<file path="src/rtl/gray_to_rgb_pkg.sv">
// Shared image parameters for the gray-to-RGB pipeline: frame geometry,
// pixel-counter sizing and RGB byte-field placement.
package gray_to_rgb_pkg;

   localparam int unsigned IMG_WIDTH  = 720;
   localparam int unsigned IMG_HEIGHT = 540;

   localparam int unsigned R_LSB = 16;
   localparam int unsigned G_LSB = 8;
   localparam int unsigned B_LSB = 0;

   typedef logic [7:0]  gray_t;
   typedef logic [23:0] rgb_t;

   // A one-pixel frame still needs a 1-bit counter.
   function automatic int unsigned cnt_width(input int unsigned n_pix);
      return (n_pix > 1) ? $clog2(n_pix) : 1;
   endfunction

   localparam int unsigned PIX_CNT_W = cnt_width(IMG_WIDTH * IMG_HEIGHT);

   function automatic rgb_t gray2rgb(input gray_t g);
      rgb_t c;
      c            = '0;
      c[R_LSB +: 8] = g;
      c[G_LSB +: 8] = g;
      c[B_LSB +: 8] = g;
      return c;
   endfunction

endpackage

</file>
<file path="src/rtl/gray_to_rgb_if.sv">
// Upstream gray FIFO pop side, downstream RGB FIFO push side and frame marker.
interface gray_to_rgb_if;
   import gray_to_rgb_pkg::*;

   logic  in_rd_en;
   logic  in_empty;
   gray_t in_dout;
   logic  out_wr_en;
   logic  out_full;
   rgb_t  out_din;
   logic  frame_done;

   // Environment side: owns both FIFOs.
   modport master (
      output in_empty, in_dout, out_full,
      input  in_rd_en, out_wr_en, out_din, frame_done
   );

   // Converter side.
   modport slave (
      input  in_empty, in_dout, out_full,
      output in_rd_en, out_wr_en, out_din, frame_done
   );

endinterface

</file>
<file path="src/rtl/gray_to_rgb.sv">
// Gray-to-RGB converter: one-pixel holding stage between a FWFT gray FIFO and
// an RGB FIFO, with a per-frame pixel counter that pulses frame_done.
module gray_to_rgb
   import gray_to_rgb_pkg::*;
#(
   parameter int WIDTH  = IMG_WIDTH,
   parameter int HEIGHT = IMG_HEIGHT
) (
   input  logic         clock,
   input  logic         reset,
   gray_to_rgb_if.slave bus
);

   localparam int unsigned NPIX  = WIDTH * HEIGHT;
   localparam int unsigned CNT_W = cnt_width(NPIX);
   localparam logic [CNT_W-1:0] LAST_PIX = CNT_W'(NPIX - 1);

   localparam logic [0:0] S_EMPTY = 1'b0;
   localparam logic [0:0] S_FULL  = 1'b1;

   logic [0:0]       r_state;
   gray_t            r_hold;
   logic [CNT_W-1:0] r_cnt;

   logic w_pop;
   logic w_push;
   logic w_last;

   // Handshakes are gated by reset so nothing moves while it is held.
   always_comb begin
      w_pop  = ~reset & ~bus.in_empty & ((r_state == S_EMPTY) | ~bus.out_full);
      w_push = ~reset & (r_state == S_FULL) & ~bus.out_full;
      w_last = w_push & (r_cnt == LAST_PIX);

      bus.in_rd_en   = w_pop;
      bus.out_wr_en  = w_push;
      bus.out_din    = gray2rgb(r_hold);
      bus.frame_done = w_last;
   end

   always_ff @(posedge clock) begin
      if (reset) begin
         r_state <= S_EMPTY;
         r_hold  <= '0;
         r_cnt   <= '0;
      end else begin
         if (w_pop) begin
            r_hold  <= bus.in_dout;
            r_state <= S_FULL;
         end else if (w_push) begin
            r_state <= S_EMPTY;
         end

         if (w_push) begin
            r_cnt <= w_last ? '0 : r_cnt + 1'b1;
         end
      end
   end

endmodule
</file>
<file path="src/flat_wrapper.sv">
// flat-port wrapper written by rule: the top's interface ports become plain ports
module gray_to_rgb_flat import gray_to_rgb_pkg::*;
#(
   parameter int WIDTH  = IMG_WIDTH,
   parameter int HEIGHT = IMG_HEIGHT
)
  (clock, reset, bus_in_empty, bus_in_dout, bus_out_full, bus_in_rd_en, bus_out_wr_en, bus_out_din, bus_frame_done);
  gray_to_rgb_if bus_i ();
  input  logic clock;
  input  logic reset;
  input wire logic [$bits(bus_i.in_empty)-1:0] bus_in_empty;
  input wire logic [$bits(bus_i.in_dout)-1:0] bus_in_dout;
  input wire logic [$bits(bus_i.out_full)-1:0] bus_out_full;
  output wire logic [$bits(bus_i.in_rd_en)-1:0] bus_in_rd_en;
  output wire logic [$bits(bus_i.out_wr_en)-1:0] bus_out_wr_en;
  output wire logic [$bits(bus_i.out_din)-1:0] bus_out_din;
  output wire logic [$bits(bus_i.frame_done)-1:0] bus_frame_done;
  assign bus_i.in_empty = bus_in_empty;
  assign bus_i.in_dout = bus_in_dout;
  assign bus_i.out_full = bus_out_full;
  assign bus_in_rd_en = bus_i.in_rd_en;
  assign bus_out_wr_en = bus_i.out_wr_en;
  assign bus_out_din = bus_i.out_din;
  assign bus_frame_done = bus_i.frame_done;
  gray_to_rgb #(.WIDTH(WIDTH), .HEIGHT(HEIGHT)) u_core (.clock(clock), .reset(reset), .bus(bus_i));
endmodule
</file>
<file path="config.mk">
export PLATFORM = sky130hd
export DESIGN_NAME = gray_to_rgb_flat
export DESIGN_NICKNAME = d
export VERILOG_FILES = /design/src/rtl/gray_to_rgb_pkg.sv /design/src/rtl/gray_to_rgb_if.sv /design/src/rtl/gray_to_rgb.sv /design/src/flat_wrapper.sv
export SDC_FILE = /design/constraint.sdc
export NUM_CORES = 1
export LEC_CHECK = 0
export BUFFER_PORTS_ARGS = -buffer_cell sky130_fd_sc_hd__buf_4
export CELL_PAD_IN_SITES_DETAIL_PLACEMENT = 0
export CELL_PAD_IN_SITES_GLOBAL_PLACEMENT = 1
export CORE_UTILIZATION = 29
export DETAILED_ROUTE_END_ITERATION = 10
export GPL_ROUTABILITY_DRIVEN = 0
export PLACE_DENSITY = 0.76
export SYNTH_ARGS = -nofsm -noshare
export SYNTH_HDL_FRONTEND = slang
export SYNTH_SLANG_ARGS = --single-unit
</file>
<file path="constraint.sdc">
create_clock -name clock -period 6.7 [get_ports clock]
set_clock_uncertainty 0.2 [all_clocks]
set_input_delay 0 -clock clock [delete_from_list [all_inputs] [get_ports clock]]
set_output_delay 0 -clock clock [all_outputs]
set_load 0.01 [all_outputs]
</file>
==> summary.txt, run 1 <==
Cells and area
  • FILL cells: 454
  • Layout cells sized above 1: 21.7%
  • Commonest non-fill, non-tap cells in the layout: 40 x buf_4, 28 x dfxtp_1, 20 x dlygate4sd3_1
  • Final core occ: 41.9%
  • Ant. Diodes: 0
  • P&R area growth vs syn: 35.8%
  • Nets@finish: 221
  • Commonest non-fill, non-tap cell in the layout: buf_4

GRT
  • GRT Total Usage: 12.0%
  • Vias in the first global route: 1095
  • First-pass GRT wire length: 4.86 mm
  • Initial antenna violation count: 0
  • GR Overflow Total: 0
  • Pin count of the biggest net entering global routing: 18

Critical path
  • Critical path's slowest cell: o21bai_1
  • Startpoint types: input pin
  • WP data required: 6.66 ns
  • Crit-path cells: dlygate4sd3_1 -> buf_4 -> nand4bb_1 -> or2_1 -> o21bai_1 -> buf_4 -> a21oi_1
  • Crit end category: register
  • CP most frequent cell: buf_4
  • Worst EP arrival: 2.50 ns
  • CP max FO: 16
  • Critical path's largest stage delay: 0.59 ns
  • Crit Path Category: input pin to register

Clock network
  • CTS resizes: 0
  • Inserted Clock Buffers: 3
  • H-tree depth: 1
  • Clk buf depth: 2
  • Clock latency on the worst-skew pair: 0.28 ns
  • Hold buffers post-CTS: 20
  • Clock Tree Root: clkbuf_8
  • CTS sink cnt: 28
  • Clock-pin slew on the worst setup and hold paths: 0.10 ns
  • CTS tree: built
  • Post-CTS Setup Inserts: 0

Synth
  • Top FF cell, synth: dfxtp_1
  • Netlist cell types: 33
  • Ys async rst share: 0%
  • Synthesized area per cell: 8.31 um^2
  • Sequential-to-total area share from yosys stat: 40.9%
  • Main area contributors after synthesis: dfxtp_1 41%, buf_4 8.8%, xnor2_1 5.1%
  • Flops & latches, synth: 28
  • Post-synth net total: 178
  • Synthesized cell area: 1370 um^2
  • Share of the synthesized area in the top cell type: 40.9%
  • Syn. warnings: 0
  • Post-synth EDFFs: 0
  • Cells after Synth: 165
  • Yosys top cell by area: dfxtp_1

Placement
  • PortBufs: 38
  • Post-placement worst setup slack: 4.29 ns
  • DP Wirelength: 1.98 mm

Power
  • Worst vdd ir: 108 uV
  • Power Density: 192 nW/um^2
  • Static leakage: 0.710 nW

Status
  • Failing checks: design-rule violations
  • Outcome: complete, but fails checks

Routing
  • Number of routed nets with antenna violations: 0
  • Final WL: 2.94 mm
  • Vias/cell: 4.63
  • Remaining DRCs: 8
  • DR WL/cell: 11.4 um
  • Iteration-0 DRC count of the detailed router: 41
  • Vias: 1199
  • Pre-antenna DRT Iters: 7

Die
  • Core box area: 4440 um^2
  • I/O pin count: 39
  • Die height: 70.8 um
  • Initial Util: 30.9%
  • Die width: 70.8 um
  • Row cnt: 24
  • Die ar.: 5010 um^2

STA
  • Hold Vio Cnt, Final: 0
  • Slew HR: 53.5%
  • Fin crit period: 2.54 ns
  • Finish-stage setup viols: 0
  • Final WS setup: 4.16 ns
  • TNS Setup: 0 ns
  • Slew Viols, Final: 0
  • Achievable clock frequency: 393 MHz
  • Worst slew pin tran: 0.696 ns
  • RSZ-0062 raised after global routing: no
  • Final period utilization: 37.9%

Worst hold path
  • Hold Crit Class: register to register

Flow run
  • Max-cap violations: 0
[where the power goes]
| group | internal, W | switching [W] |
|---|---|---|
| logic | 0.0000299 | 0.0000194 |
| clock network | 0.0000800 | 0.0000530 |
| registers | 0.000171 | 0.00000441 |
[path summary, 6_finish.rpt]
check	from	depth (start not counted)	slack [ns]	to
max	reset	7	4.16	u_core.r_cnt[18]
min	u_core.r_cnt[18]	2	0.28	u_core.r_cnt[18]
max reg2reg	u_core.r_state	5	4.28	u_core.r_cnt[18]
min reg2reg	u_core.r_cnt[18]	2	0.28	u_core.r_cnt[18]
[synthesized netlist by cell type (4+ instances only)]
cell	n
nand2_1	17
nand4_1	5
dfxtp_1	28
nor2_1	14
or3_1	4
nand2b_1	9
buf_4	16
a21oi_1	8
nand3_1	5
nor4_1	5
xnor2_1	8
o21ai_0	12
[layer usage]
layer  GRT usage [%]  vias to the layer above  routed length (um)
met1            15.5                      526                1410
li1                -                      643                   -
met4            5.78                        0                  27
met2            19.3                       28                1360
met5               0                        -                   0
met3            2.14                        2                 138
[critical path: cells and delay by family]
kind / cells / cell delay [ns]
buf+inv: 3 / 1.00
simple gates: 2 / 0.85
compound gates: 2 / 0.64
[registers in the layout, indices dropped and copies added (netlist names)]
signal,count
u_core.r_state,1
u_core.r_cnt,19
u_core.r_hold,8
[metrics by stage]
stage / hold slack, ns / total power (W) / cells / instance area, um^2
6_report: 0.284 / 0.000357 / 259 / 1860
2_1_floorplan: -0.108 / 0.000202 / 165 / 1370
5_1_grt: 0.302 / 0.000373 / 259 / 1860
3_5_place_dp: -0.00611 / 0.000218 / 235 / 1590
3_3_place_gp: -0.00882 / 0.000217 / 235 / 1590
4_1_cts: 0.289 / 0.000361 / 259 / 1860
[area by class of cell]
cell class | count | area (um^2) | area share [%]
timing repair buffer | 60 | 500 | 26.9
inverter | 3 | 11.3 | 0.605
clock inverter | 1 | 30.0 | 1.61
tap | 52 | 65.1 | 3.49
multi-input combinational | 112 | 653 | 35.1
clock buffer | 3 | 41.3 | 2.22
sequential | 28 | 561 | 30.1
[cells by family (layout without fill, tap and decap cells)]
group	Yosys count	count (layout)	share of synthesized area, %
AOI/OAI and AO/OA	27	27	11.4
and+or+nand+nor	74	74	28.9
DFF	28	28	40.9
xor gates and xnor gates	10	10	6.39
buffers and inverters	25	67	11.5
adders and majority gates	1	1	0.912
Power figures use the tool's default switching activity.
==> inputs of run 2 (changes only) <==
ABC_AREA = 1   (was unset)
PLACE_DENSITY = 0.79   (was 0.76)
clock period = 2.1 ns   (was 6.7 ns; I/O delays follow)
==> summary.txt, run 2 <==
STA
  • Final WS setup: 0.391 ns (was 4.16 ns)
  • Hold Vio Cnt, Final: 0 (unchanged)
  • Finish-stage setup viols: 0 (unchanged)
  • Final period utilization: 81.4%
  • Achievable clock frequency: 585 MHz
  • Worst slew pin tran: 0.354 ns (was 0.696 ns)
  • RSZ-0062 raised after global routing: no (unchanged)
  • Fin crit period: 1.71 ns
  • Hold slack: 0.253 ns (was 0.284 ns)
  • TNS Setup: 0 ns (unchanged)
  • Slew HR: 76.3% (was 53.5%)
  • Slew Viols, Final: 0 (unchanged)

Synth
  • Netlist cell types: 24 (was 33)
  • Flops & latches, synth: 28 (unchanged)
  • Post-synth EDFFs: 0 (unchanged)
  • Synth Area in Compound Gates: 3.46% (was 11.4%)
  • Synthesized cell area: 1550 um^2 (was 1370 um^2)
  • Cells after Synth: 227 (was 165)
  • XOR/XNOR Fraction of Synth Area: 1.69% (was 6.39%)
  • Synthesized area per cell: 6.84 um^2 (was 8.31 um^2)
  • Synth cell count leaders: 63 x nand2_1, 29 x nor2_1, 28 x dfxtp_1 (was 28 x dfxtp_1, 17 x nand2_1, 16 x buf_4)
  • Share of the synthesized area in the top cell type: 36.1% (was 40.9%)
  • Main area contributors after synthesis: dfxtp_1 36%, nand2_1 15%, nand3_1 8.7% (was dfxtp_1 41%, buf_4 8.8%, xnor2_1 5.1%)
  • Post-synth net total: 240 (was 178)
  • Post-synthesis simple-gate area fraction: 44.9% (was 28.9%)
  • Yosys top cell by area: dfxtp_1 (unchanged)
  • Mux contribution to synthesized area: 0% (unchanged)
  • Most frequent cell after synthesis: nand2_1 (was dfxtp_1)
  • Syn. warnings: 0 (unchanged)
  • Largest family of logic cells by synthesized area: simple AND/OR/NAND/NOR gates (unchanged)
  • Sequential-to-total area share from yosys stat: 36.1% (was 40.9%)
  • Adder-cell share of the synthesized area: 0.806% (was 0.912%)
  • Ys async rst share: 0% (unchanged)
  • Top FF cell, synth: dfxtp_1 (unchanged)

Power
  • Combinational share of power: 14.9% (was 13.8%)
  • Sequential Power Share: 56.0% (was 49.0%)
  • Sw Ratio: 24.5% (was 21.5%)
  • Internal power: 0.000753 W (was 0.000281 W)
  • P_sw: 0.000244 W (was 0.0000768 W)
  • Static leakage: 0.839 nW (was 0.710 nW)
  • Clock network power share: 29.0% (was 37.2%)
  • Power Density: 508 nW/um^2 (was 192 nW/um^2)
  • Worst vdd ir: 235 uV (was 108 uV)

Critical path
  • Crit. Startpoint: u_core.r_cnt[0] (was reset)
  • Crit end category: output pin (was register)
  • Setup crit end: bus_frame_done (was u_core.r_cnt[18])
  • R2R setup slack: 0.40 ns (was 4.28 ns)
  • Crit Path Category: register to output pin (was input pin to register)
  • Worst EP arrival: 1.51 ns (was 2.50 ns)
  • Worst R2R End: u_core.r_cnt[0] (was u_core.r_cnt[18])
  • CP max FO: 4 (was 16)
  • R2R Path Start: u_core.r_cnt[0] (was u_core.r_state)
  • R2R cell count: 8 (was 5)
  • Startpoint types: register (was input pin)
  • WP data required: 1.90 ns (was 6.66 ns)

Cells and area
  • Largest registers: u_core.r_cnt (19), u_core.r_hold (8), u_core.r_state (1) (unchanged)
  • Commonest non-fill, non-tap cell in the layout: nand2_1 (was buf_4)
  • P&R area growth vs syn: 26.4% (was 35.8%)
  • Area occupied by multi-input gates: 790 um^2 (was 653 um^2)
  • Nets@finish: 278 (was 221)
  • Commonest non-fill, non-tap cells in the layout: 63 x nand2_1, 38 x buf_4, 29 x nor2_1 (was 40 x buf_4, 28 x dfxtp_1, 20 x dlygate4sd3_1)
  • Layout cells sized above 1: 25.9% (was 21.7%)
  • Reg area: 561 um^2 (unchanged)
  • Max reg flops: 19 (unchanged)
  • Final Cell Area: 1960 um^2 (was 1860 um^2)
  • FILL cells: 573 (was 454)
  • Biggest register: u_core.r_cnt (unchanged)
  • Ant. Diodes: 0 (unchanged)
  • Final core occ: 38.2% (was 41.9%)

Die
  • I/O pin count: 39 (unchanged)
  • Die height: 75.2 um (was 70.8 um)
  • Die width: 75.2 um (was 70.8 um)
  • Die ar.: 5650 um^2 (was 5010 um^2)
  • Core box area: 5140 um^2 (was 4440 um^2)
  • Initial Util: 30.2% (was 30.9%)
  • Row cnt: 26 (was 24)

Routing
  • Pre-antenna DRT Iters: 4 (was 7)
  • DR WL/cell: 10.4 um (was 11.4 um)
  • Iteration-0 DRC count of the detailed router: 66 (was 41)
  • Final WL: 3.47 mm (was 2.94 mm)
  • Vias: 1464 (was 1199)
  • Number of routed nets with antenna violations: 0 (unchanged)
  • Vias/cell: 4.40 (was 4.63)
  • Remaining DRCs: 0 (was 8)

GRT
  • Pin count of the biggest net entering global routing: 15 (was 18)
  • GRT Total Usage: 13.2% (was 12.0%)
  • First-pass GRT wire length: 5.67 mm (was 4.86 mm)
  • Initial antenna violation count: 0 (unchanged)
  • Vias in the first global route: 1311 (was 1095)
  • GR Overflow Total: 0 (unchanged)

Clock network
  • CTS tree: built (unchanged)
  • H-tree depth: 1 (unchanged)
  • CTS resizes: 0 (unchanged)
  • Clk buf depth: 2 (unchanged)
  • Hold buffers post-CTS: 12 (was 20)
  • Clock-pin slew on the worst setup and hold paths: 0.09 ns (was 0.10 ns)
  • Clock latency on the worst-skew pair: 0.27 ns (was 0.28 ns)
  • CTS sink cnt: 28 (unchanged)
  • Clock Tree Root: clkbuf_8 (unchanged)
  • Inserted Clock Buffers: 3 (unchanged)
  • Post-CTS Setup Inserts: 0 (unchanged)

Placement
  • DP Wirelength: 2.55 mm (was 1.98 mm)
  • Placed inst area: 1800 um^2 (was 1590 um^2)
  • Post-placement worst setup slack: 0.460 ns (was 4.29 ns)
  • PortBufs: 38 (unchanged)

Status
  • Outcome: finished clean (was complete, but fails checks)

Flow run
  • Max-cap violations: 0 (unchanged)

Worst hold path
  • Hold Crit Class: input pin to register (was register to register)
==> run 2: changes by cell type in the layout (fill, tap and decap cells not counted), moves of 4 or more <==
| cell | previous run | this run |
|---|---|---|
| dlygate4sd3_1 | 20 | 12 |
| inv_1 | 3 | 17 |
| nand2_1 | 17 | 63 |
| nand2_2 | 0 | 6 |
| nand2b_1 | 9 | 0 |
| nand3_1 | 5 | 27 |
| nor2_1 | 14 | 29 |
| nor2_2 | 0 | 8 |
| nor2_4 | 0 | 5 |
| nor4_1 | 5 | 0 |
| o21ai_0 | 12 | 0 |
| or3_1 | 4 | 0 |
| xnor2_1 | 8 | 0 |
==> run 2: how the worst min path moves through the flow <==
| stage | endpoint | from | slack, ns | cells past startpoint |
|---|---|---|---|---|
| 5_1_grt | u_core.r_hold[5] | bus_in_dout[5] | 0.27 | 4 |
| 4_1_cts | u_core.r_hold[5] | bus_in_dout[5] | 0.25 | 4 |
| 3_3_place_gp | u_core.r_state | bus_in_empty | -0.009 | 2 |
| 2_1_floorplan | bus_out_wr_en | reset | -0.16 | 1 |
| 6_report | u_core.r_hold[5] | bus_in_dout[5] | 0.25 | 4 |
| 3_5_place_dp | u_core.r_state | bus_in_empty | -0.006 | 2 |
==> run 2: worst max-delay path, cell delays in order (launching register included) <==
cell and delay [ns]:
dfxtp_1 0.39, ha_1 0.22, nand3_1 0.12, nor2_1 0.15, nand3_1 0.10, nor2_2 0.12, buf_4 0.14
==> run 2: kinds of logic (layout without fill, tap and decap cells) <==
| group | Yosys count | after routing |
|---|---|---|
| compound gates | 9 | 9 |
| buf+inv | 38 | 74 |
| flops | 28 | 28 |
| xor+xnor | 3 | 3 |
| fa+ha+maj | 1 | 1 |
| simple gates | 148 | 148 |
==> run 2: power by group through the flow <==
stage	sequential [W]	combinational, W	clock, W
after floorplan	0.000573	0.0000774	0
after global placement	0.000570	0.000130	0
after detailed placement	0.000571	0.000132	0
after CTS	0.000559	0.000150	0.000304
after global routing	0.000561	0.000161	0.000316
final	0.000558	0.000149	0.000289
==> run 2: area by class of cell <==
| cell class | instances | share of cell area [%] |
|---|---|---|
| Timing Repair Buffer | 50 | 20.7 |
| Multi-Input combinational cell | 161 | 40.2 |
| Inverter | 21 | 4.02 |
| Clock buffer | 3 | 2.10 |
| Tap cell | 70 | 4.46 |
| Sequential cell | 28 | 28.6 |
==> run 2: through the flow <==
| stage | instances | total power (W) |
|---|---|---|
| floorplan | 227 | 0.000651 |
| global placement | 318 | 0.000700 |
| detailed placement | 318 | 0.000702 |
| CTS | 333 | 0.00101 |
| global route | 333 | 0.00104 |
| finish | 333 | 0.000996 |
==> run 2: metal layers <==
layer	routed length [um]	GRT usage [%]	vias to the layer above
li1	-	-	771
met3	172	2.14	5
met1	1640	15.9	640
met5	0	0	-
met4	38	4.32	0
met2	1620	23.9	48
